[src/rtl/spq_param_if.sv]
// Command/result bundle for the spq_param sorted priority queue.
// The master side issues enq/deq with a key/value pair and observes
// the head entry, occupancy and status flags.
interface spq_param_if #(
  parameter int unsigned KEY_W = 16,
  parameter int unsigned VAL_W = 16,
  parameter int unsigned DEPTH = 16
);
  localparam int unsigned CNT_W = $clog2(DEPTH + 1);

  logic             enq;
  logic             deq;
  logic [KEY_W-1:0] kvi_key;
  logic [VAL_W-1:0] kvi_val;
  logic [KEY_W-1:0] kvo_key;
  logic [VAL_W-1:0] kvo_val;
  logic             full;
  logic             empty;
  logic             busy;
  logic [CNT_W-1:0] count;
  logic             ovf;

  modport master (
    output enq, deq, kvi_key, kvi_val,
    input  kvo_key, kvo_val, full, empty, busy, count, ovf
  );

  modport slave (
    input  enq, deq, kvi_key, kvi_val,
    output kvo_key, kvo_val, full, empty, busy, count, ovf
  );
endinterface

[src/rtl/spq_param.sv]
// spq_param: single-cycle sorted systolic priority queue.
// Cells are kept contiguous from cell 0 (the head) and ordered by key,
// min-first or max-first. Equal keys leave in insertion order. Each cell
// decides its own next value from itself, its neighbours and a per-cell
// "new key belongs at or before me" flag, so no priority encoder is needed.
// Optional feature macro: SPQ_FLUSH_EN adds a synchronous flush input.
module spq_param #(
  parameter int unsigned KEY_W     = 16,
  parameter int unsigned VAL_W     = 16,
  parameter int unsigned DEPTH     = 16,
  parameter int unsigned MAX_FIRST = 0
) (
  input  logic clk,
  input  logic rst,
`ifdef SPQ_FLUSH_EN
  input  logic flush,
`endif
  spq_param_if.slave bus
);

  localparam int unsigned CNT_W = $clog2(DEPTH + 1);

  typedef enum logic [2:0] {
    OP_IDLE,
    OP_INSERT,
    OP_DROP,
    OP_REMOVE,
    OP_REPLACE,
    OP_FLUSH
  } op_e;

  logic [DEPTH-1:0] valid_q, valid_d;
  logic [KEY_W-1:0] key_q [DEPTH];
  logic [KEY_W-1:0] key_d [DEPTH];
  logic [VAL_W-1:0] val_q [DEPTH];
  logic [VAL_W-1:0] val_d [DEPTH];
  logic [CNT_W-1:0] count_q, count_d;
  logic             full_q, full_d;
  logic             empty_q, empty_d;
  logic             ovf_q, ovf_d;

  op_e              op_c;
  logic [DEPTH-1:0] pos_c;
  logic [DEPTH-1:0] pos_up_c;
  logic [DEPTH-1:0] pos_dn_c;
  logic [DEPTH-1:0] up_valid_c;
  logic [DEPTH-1:0] dn_valid_c;
  logic [KEY_W-1:0] up_key_c [DEPTH];
  logic [KEY_W-1:0] dn_key_c [DEPTH];
  logic [VAL_W-1:0] up_val_c [DEPTH];
  logic [VAL_W-1:0] dn_val_c [DEPTH];

  // True when stored key a is strictly lower priority than incoming key b.
  function automatic logic worse(input logic [KEY_W-1:0] a, input logic [KEY_W-1:0] b);
    if (MAX_FIRST != 0) return (a < b);
    else                return (a > b);
  endfunction

  // Decode the command for this cycle; flush overrides everything.
  always_comb begin
    op_c = OP_IDLE;
    if (bus.enq && !bus.deq) begin
      op_c = full_q ? OP_DROP : OP_INSERT;
    end else if (bus.deq && !bus.enq) begin
      op_c = empty_q ? OP_IDLE : OP_REMOVE;
    end else if (bus.enq && bus.deq) begin
      op_c = empty_q ? OP_INSERT : OP_REPLACE;
    end
`ifdef SPQ_FLUSH_EN
    if (flush) op_c = OP_FLUSH;
`endif
  end

  // Per-cell placement flag: cell is empty or holds a strictly worse key.
  // Sorted, contiguous storage makes this mask monotone (0..0 1..1).
  always_comb begin
    for (int i = 0; i < DEPTH; i++) begin
      pos_c[i] = !valid_q[i] || worse(key_q[i], bus.kvi_key);
    end
  end

  // Neighbour views: what each cell would receive on a left or right shift.
  always_comb begin
    for (int i = 0; i < DEPTH - 1; i++) begin
      up_valid_c[i] = valid_q[i+1];
      up_key_c[i]   = key_q[i+1];
      up_val_c[i]   = val_q[i+1];
      pos_up_c[i]   = pos_c[i+1];
    end
    up_valid_c[DEPTH-1] = 1'b0;
    up_key_c[DEPTH-1]   = '0;
    up_val_c[DEPTH-1]   = '0;
    pos_up_c[DEPTH-1]   = 1'b1;

    dn_valid_c[0] = 1'b0;
    dn_key_c[0]   = '0;
    dn_val_c[0]   = '0;
    pos_dn_c[0]   = 1'b0;
    for (int i = 1; i < DEPTH; i++) begin
      dn_valid_c[i] = valid_q[i-1];
      dn_key_c[i]   = key_q[i-1];
      dn_val_c[i]   = val_q[i-1];
      pos_dn_c[i]   = pos_c[i-1];
    end
  end

  // Next-state for cells, occupancy and flags.
  always_comb begin
    valid_d = valid_q;
    count_d = count_q;
    ovf_d   = ovf_q;
    for (int i = 0; i < DEPTH; i++) begin
      key_d[i] = key_q[i];
      val_d[i] = val_q[i];
    end

    case (op_c)
      OP_INSERT: begin
        // Cells at or after the insertion point take their left neighbour;
        // the first such cell takes the new entry.
        for (int i = 0; i < DEPTH; i++) begin
          if (pos_c[i]) begin
            if (pos_dn_c[i]) begin
              valid_d[i] = dn_valid_c[i];
              key_d[i]   = dn_key_c[i];
              val_d[i]   = dn_val_c[i];
            end else begin
              valid_d[i] = 1'b1;
              key_d[i]   = bus.kvi_key;
              val_d[i]   = bus.kvi_val;
            end
          end
        end
        count_d = count_q + CNT_W'(1);
      end

      OP_DROP: begin
        ovf_d = 1'b1;
      end

      OP_REMOVE: begin
        for (int i = 0; i < DEPTH; i++) begin
          valid_d[i] = up_valid_c[i];
          key_d[i]   = up_key_c[i];
          val_d[i]   = up_val_c[i];
        end
        count_d = count_q - CNT_W'(1);
      end

      OP_REPLACE: begin
        // Cells before the insertion point (searched from cell 1) shift
        // left over the departing head; the cell just before it takes kvi.
        for (int i = 0; i < DEPTH; i++) begin
          if (!pos_up_c[i]) begin
            valid_d[i] = up_valid_c[i];
            key_d[i]   = up_key_c[i];
            val_d[i]   = up_val_c[i];
          end else if ((i == 0) || !pos_c[i]) begin
            valid_d[i] = 1'b1;
            key_d[i]   = bus.kvi_key;
            val_d[i]   = bus.kvi_val;
          end
        end
      end

      OP_FLUSH: begin
        valid_d = '0;
        for (int i = 0; i < DEPTH; i++) begin
          key_d[i] = '0;
          val_d[i] = '0;
        end
        count_d = '0;
      end

      default: ;
    endcase

    full_d  = (count_d == CNT_W'(DEPTH));
    empty_d = (count_d == '0);
  end

  // State registers with asynchronous active-low reset.
  always_ff @(posedge clk or negedge rst) begin
    if (!rst) begin
      valid_q <= '0;
      for (int i = 0; i < DEPTH; i++) begin
        key_q[i] <= '0;
        val_q[i] <= '0;
      end
      count_q <= '0;
      full_q  <= 1'b0;
      empty_q <= 1'b1;
      ovf_q   <= 1'b0;
    end else begin
      valid_q <= valid_d;
      for (int i = 0; i < DEPTH; i++) begin
        key_q[i] <= key_d[i];
        val_q[i] <= val_d[i];
      end
      count_q <= count_d;
      full_q  <= full_d;
      empty_q <= empty_d;
      ovf_q   <= ovf_d;
    end
  end

  assign bus.kvo_key = key_q[0];
  assign bus.kvo_val = val_q[0];
  assign bus.count   = count_q;
  assign bus.full    = full_q;
  assign bus.empty   = empty_q;
  assign bus.ovf     = ovf_q;
  assign bus.busy    = 1'b0;

endmodule

[src/flat_wrapper.sv]
// flat-port wrapper written by rule: the top's interface ports become plain ports
module spq_param_flat 
#(
  parameter int unsigned KEY_W     = 16,
  parameter int unsigned VAL_W     = 16,
  parameter int unsigned DEPTH     = 16,
  parameter int unsigned MAX_FIRST = 0
)
  (clk, rst, bus_enq, bus_deq, bus_kvi_key, bus_kvi_val, bus_kvo_key, bus_kvo_val, bus_full, bus_empty, bus_busy, bus_count, bus_ovf);
  spq_param_if #(.KEY_W(KEY_W), .VAL_W(VAL_W), .DEPTH(DEPTH)) bus_i ();
  input  logic clk;
  input  logic rst;
  input wire logic [$bits(bus_i.enq)-1:0] bus_enq;
  input wire logic [$bits(bus_i.deq)-1:0] bus_deq;
  input wire logic [$bits(bus_i.kvi_key)-1:0] bus_kvi_key;
  input wire logic [$bits(bus_i.kvi_val)-1:0] bus_kvi_val;
  output wire logic [$bits(bus_i.kvo_key)-1:0] bus_kvo_key;
  output wire logic [$bits(bus_i.kvo_val)-1:0] bus_kvo_val;
  output wire logic [$bits(bus_i.full)-1:0] bus_full;
  output wire logic [$bits(bus_i.empty)-1:0] bus_empty;
  output wire logic [$bits(bus_i.busy)-1:0] bus_busy;
  output wire logic [$bits(bus_i.count)-1:0] bus_count;
  output wire logic [$bits(bus_i.ovf)-1:0] bus_ovf;
  assign bus_i.enq = bus_enq;
  assign bus_i.deq = bus_deq;
  assign bus_i.kvi_key = bus_kvi_key;
  assign bus_i.kvi_val = bus_kvi_val;
  assign bus_kvo_key = bus_i.kvo_key;
  assign bus_kvo_val = bus_i.kvo_val;
  assign bus_full = bus_i.full;
  assign bus_empty = bus_i.empty;
  assign bus_busy = bus_i.busy;
  assign bus_count = bus_i.count;
  assign bus_ovf = bus_i.ovf;
  spq_param #(.KEY_W(KEY_W), .VAL_W(VAL_W), .DEPTH(DEPTH), .MAX_FIRST(MAX_FIRST)) u_core (.clk(clk), .rst(rst), .bus(bus_i));
endmodule
[config.mk]
export PLATFORM = sky130hd
export DESIGN_NAME = spq_param_flat
export DESIGN_NICKNAME = d
export VERILOG_FILES = /design/src/rtl/spq_param_if.sv /design/src/rtl/spq_param.sv /design/src/flat_wrapper.sv
export SDC_FILE = /design/constraint.sdc
export NUM_CORES = 2
export LEC_CHECK = 0
export BUFFER_PORTS_ARGS = -buffer_cell sky130_fd_sc_hd__buf_2
export CAP_MARGIN = 10
export CORE_MARGIN = 5
export CORE_UTILIZATION = 45
export DETAILED_ROUTE_END_ITERATION = 6
export PLACE_DENSITY = 0.57
export SLEW_MARGIN = 20
export SYNTH_ARGS = -nofsm -noshare
export SYNTH_HDL_FRONTEND = slang
export SYNTH_SLANG_ARGS = --single-unit
[constraint.sdc]
create_clock -name clk -period 4.2 [get_ports clk]
set_input_delay 0.84 -clock clk [delete_from_list [all_inputs] [get_ports clk]]
set_output_delay 0.84 -clock clk [all_outputs]
set_load 0.01 [all_outputs]
* After elaboration in Yosys (flattened, before gate mapping) *
Cells that the tools add are included.

word-level totals
  word-level logic and storage cells = 218
  output and inout port bits = 41
  input bits = 36
  register bits = 536

operators by class
  reduce and logical (&&, ||, !) cells = 42
  order comparisons = 16
  eq/ne operators = 9
  add/sub/neg operators = 2
  muxes and demuxes = 109

operator list
  operator                                                             count
  256-bit one-hot mux with 4 select lines                              2
  16-bit 2-to-1 mux                                                    66
  16-bit greater-than comparator                                       16
  16-bit one-hot mux with 4 select lines                               1
  1-bit 2-to-1 mux                                                     33
  1-bit zero test                                                      18
  1-bit logical OR                                                     16
  5-bit one-hot mux with 3 select lines                                1
  3-bit 2-to-1 mux                                                     4
  3-bit by 2-bit == test with 1-bit output (second input constant)     2
  3-bit == test (second input constant)                                2
  2-bit AND reduction                                                  3
  5-bit by 1-bit adder with 5-bit output (second input constant)       1
  5-bit == test (second input constant)                                1
  5-bit zero test                                                      1
  5-bit by 1-bit subtractor with 5-bit output (second input constant)  1
  2-bit 2-to-1 mux                                                     2
  2-bit by 1-bit != test with 1-bit output (second input constant)     2
  4-bit nonzero test                                                   1
  3-bit by 1-bit == test with 1-bit output (second input constant)     1
  1-bit logical AND                                                    3
  2-bit != test (second input constant)                                1

* Depth between registers and ports, before layout *
  depth after elaboration = 7
  mapped depth = 14
  depth with buffers taken out = 10

* Least setup slack after synthesis *
Ideal clock, no wire load.

  path kind = input -> register
  start = input port bus_kvi_key[10]
  end = register u_core.val_q, in the netlist u_core.dn_val_c[28]
  library setup time = 0.142 ns
  path slack = 0.133 ns
  required time = 4.058 ns
  path buffers = 4
  stages = 12
  arrival = 3.925 ns
  cell sequence = clkbuf_1 -> clkinv_1 -> ha_1 -> nand4_1 -> a2111o_1 -> and3_1 -> buf_6 -> or4_4 -> buf_6 -> buf_6 -> o22ai_2 -> a221oi_1

on the way
  cells in the longest elaborated chain, start to end = 5
  elaborated cells between the ends (all ways) = 11
  classes of those cells = order compare: 3; mux: 5; reduce/logical: 3

ends and longest elaborated chain
  element                                            RTL line            text
  start: declaration                                 flat_wrapper.sv:15  input wire logic [$bits(bus_i.kvi_key)-1:0] bus_kvi_key;
  16-bit greater-than comparator                     spq_param.sv:56     else return (a > b);
  1-bit logical OR                                   spq_param.sv:78     pos_c[i] = !valid_q[i] || worse(key_q[i], bus.kvi_key);
  16-bit 2-to-1 mux (on tied branches) (2 in a row)  --
  256-bit one-hot mux with 4 select lines *          spq_param.sv:117    case (op_c)
  end signal: indexed assignment                     spq_param.sv:198    val_q[i] <= val_d[i];
  end: declaration                                   spq_param.sv:35     logic [VAL_W-1:0] val_q [DEPTH];

Every way passes the cells marked *; elsewhere a longest branch is shown, timed or not.
A chain may end at the register's enable or synchronous reset.

* Worst setup path in the final report *
  start = input port bus_kvi_key[15]
  end = register u_core.key_q, in the netlist u_core.dn_key_c[102]

on the way
  cells in the longest elaborated chain, start to end = 5
  elaborated cells between the ends (all ways) = 11
  classes of those cells = order compare: 3; mux: 5; reduce/logical: 3

ends and longest elaborated chain
  element                                    RTL line          text
  16-bit greater-than comparator             spq_param.sv:56
  1-bit logical OR                           spq_param.sv:78
  16-bit 2-to-1 mux (2 in a row)             --
  256-bit one-hot mux with 4 select lines *  spq_param.sv:117
  end signal: indexed assignment             spq_param.sv:197  key_q[i] <= key_d[i];
  end: declaration                           spq_param.sv:33   logic [KEY_W-1:0] key_q [DEPTH];

Marked as above.

==> parameters.txt <==
Parameter                              Value

Outcome
  Run status    finished, violations left
  Failing checks    design-rule violations

Final layout
  Final-stage net count    5,055
  Share of post-route cells with drive strength above 1    0.159
  Area grow syn2layout    14.3%

CTS
  Clock tree buffer depth    3
  Clock transition at the registers of the reported paths    0.06 ns
  H-Tree Depth    3
  Number of clock buffers inserted by TritonCTS    70
  Cell at the root of the clock tree    clkbuf_16
  Number of sinks on the clock net    536
  Clk Latency, worst-skew pair    0.68 ns
  Count of buffers added by post-CTS timing repair for setup    0
  PostCTS Resize Cnt    0
  Hold-fix buffers at CTS    0
  TritonCTS clock tree    built

Yosys
  Top_reg_cell synth    dfrtp_1
  Share of synthesized flip-flops with an asynchronous set or reset    1.00
  Net Count, Synth    5,013
  FF+latch count, synth    536
  Most frequent cells after synthesis    dfrtp_1, o21ai_0, clkbuf_1
  Cell Area, Synth    0.0408 sq mm
  Gate Count Post-Synth    4,717
  Count leader, synth    dfrtp_1
  Top post-synthesis cells by area    dfrtp_1, ha_1, o21ai_0
  Number of flops mapped to enable cells by yosys    0
  Portion of synthesized cell area occupied by the leading cell type    0.329
  Number of warnings issued by yosys    0
  Number of different library cells in the post-synthesis netlist    101
  Post-synthesis area per instance    8.64 sq um
  Top cell type by total area after synthesis    dfrtp_1
  Sequential share of the synthesized area    0.329

Setup path
  Top cell family by delay on the critical path    compound AO/OA/AOI/OAI gates
  Arrival time of data at the critical path endpoint    4.17 ns
  Cell at the slowest stage of the critical path    o21ai_0
  Max stage delay on crit path    0.95 ns
  Crit path capture type    register
  Startpoint types    input pin
  Crit-path max FO    24
  Critical path start-end classification    input pin to register
  Number of buffer and inverter instances along the worst setup path    4
  CP Data Required Time    4.68 ns
  Sequence of cells on the critical path    buf_2 > clkinv_1 > buf_12 > ha_1 > and3_1 > nand4_1 > nor2_1 > a211o_1 > buf_4 > nand2_1 > o21ai_0 > a211oi_1

Die
  Core area    0.0900 sq mm
  Die W    311 um
  Floorplan die height    311 um
  Number of rows in the core area    110
  Starting density of the core    0.453
  Total I/O pin count    77
  Die area    0.0967 sq mm

Power and ir drop
  Largest vdd supply drop    0.393 mV
  Power Dens Cells    893 mW/mm^2
  Power, Total    0.0416 W
  Leakage    19.3 nW

Drt
  Post-Route WL    199,000 um
  Initial DRT Pass Iterations    7
  Iter 0 DRT Violations    6,811
  Remaining DRCs    7
  Number of vias after detailed routing    43,100
  Post-DR wirelength/cell    33.2 um
  Ratio of routed vias to standard cells    7.20
  Final ANT Viol Nets    0

Timing
  Transition time at the pin with the least slew margin    1.16 ns
  Final setup violation count    0
  Worst slew margin relative to its limit    0.221
  Number of hold violations in the final report    0
  Number of slew-limit violations in the final report    0
  RSZ-0062 raised after global routing    no
  Timing-limited maximum frequency    271 MHz
  Fin crit period    3.69 ns
  Clock skew    0.0372 ns
  Final critical-path share of the clock period    0.879
  Setup TNS    0 ns

Global routing
  First-pass GRT wire length    287,000 um
  Remaining Overflow, GRT    0
  Vias in the first global route    39,700
  Largest net degree at the start of global routing    138
  Initial antenna violation count    5
  Total Routing Usage GR    0.393

Hold path
  Tightest Hold Check Type    input pin to asynchronous set/reset pin

Place
  Placed wire-length estimate    141,000 um
  Number of buffer cells added on primary ports    75
  Final RePlAce weighted congestion    0.970

Flow run
  Max-cap violations    0
-- where the power goes --
part / leakage [nW] / total [W] / internal, W / switching, W
sequential: 6.16 / 0.0117 / 0.00780 / 0.00395
clock: 1.14 / 0.00624 / 0.00359 / 0.00265
combinational: 12.0 / 0.0236 / 0.00968 / 0.0139
total: 19.3 / 0.0416 / 0.0211 / 0.0205
-- final timing paths --
kind	start	endpoint	slack, ns	cells past startpoint
setup / recovery	bus_kvi_key[15]	u_core.dn_key_c[102]	0.51	12
hold / removal	rst	u_core.dn_key_c[8]	0.18	1
setup reg to reg	u_core.dn_key_c[125]	u_core.dn_key_c[102]	0.71	9
hold reg to reg	u_core.bus.ovf	u_core.bus.ovf	0.49	1
max in group asynchronous	rst	u_core.dn_val_c[156]	3.07	2
min in group clk	u_core.bus.ovf	u_core.bus.ovf	0.49	1
-- metrics by stage --
stage	cells	cell area [sq um]	setup slack [ns]	hold slack, ns	util
floorplan	4717	40800	0.133	0.471	-
global placement	5863	44200	0.0379	0.479	0.492
detailed placement	5863	44200	0.0449	0.476	0.492
CTS	5985	46500	0.720	0.176	0.517
global route	5985	46500	0.393	0.210	0.517
finish	5991	46600	0.510	0.183	0.517
-- cell type report --
class | count | area, sq um
Antenna cell | 6 | 15.0
Multi-Input combinational cell | 3521 | 24700
Sequential cell | 536 | 13400
Tap cell | 1176 | 1470
Inverter | 183 | 687
Clock inverter | 20 | 235
Timing Repair Buffer | 447 | 3940
Fill cell | 8466 | 43400
Clock buffer | 102 | 2050
-- layer usage --
layer	track usage	up-vias	part of all wire
met5	0	-	0
met4	0.209	0	0.063
met3	0.0985	448	0.12
met2	0.536	3062	0.39
met1	0.568	21100	0.42
li1	-	18600	-
-- cells by family (layout without fill, tap and decap cells) --
kind of cell	Yosys count	count (layout)	synth area share
mux	156	156	0.0399
flops	536	536	0.329
other cells	1	7	0.0000920
buf+inv	660	752	0.0694
fa+ha+maj	260	260	0.0800
compound gates	1969	1969	0.342
simple gates	1131	1131	0.138
xor+xnor	4	4	0.000860
-- worst reg2reg max path, cell delays in order (launching register included) --
cell and delay, ns:
dfrtp_1 0.49, ha_1 0.32, and3_1 0.21, nand4_1 0.16
nor2_1 0.20, a211o_1 0.20, buf_4 0.31, nand2_1 0.28
o21ai_0 0.95, a211oi_1 0.20
-- state kept, by name, summed over array words and instances, names as in the netlist, 5 cells and up --
register,flops
u_core.valid_q,16
u_core.dn_key_c,224
u_core.bus.count,5
u_core.bus.kvo_key,16
u_core.up_val_c,16
u_core.bus.kvo_val,16
u_core.dn_val_c,224
u_core.key_q,16
-- layout by cell type, fill, tap and decap left out, drive strengths merged, types with 115 or more instances in the layout --
master / n
o22ai: 198
nand3: 154
nand2: 243
dfrtp: 535
o21ai: 408
and3: 115
inv: 175
a21oi: 270
buf: 447
a211oi: 190
nor3: 128
ha: 259
nor2: 259
Power figures use the tool's default switching activity.
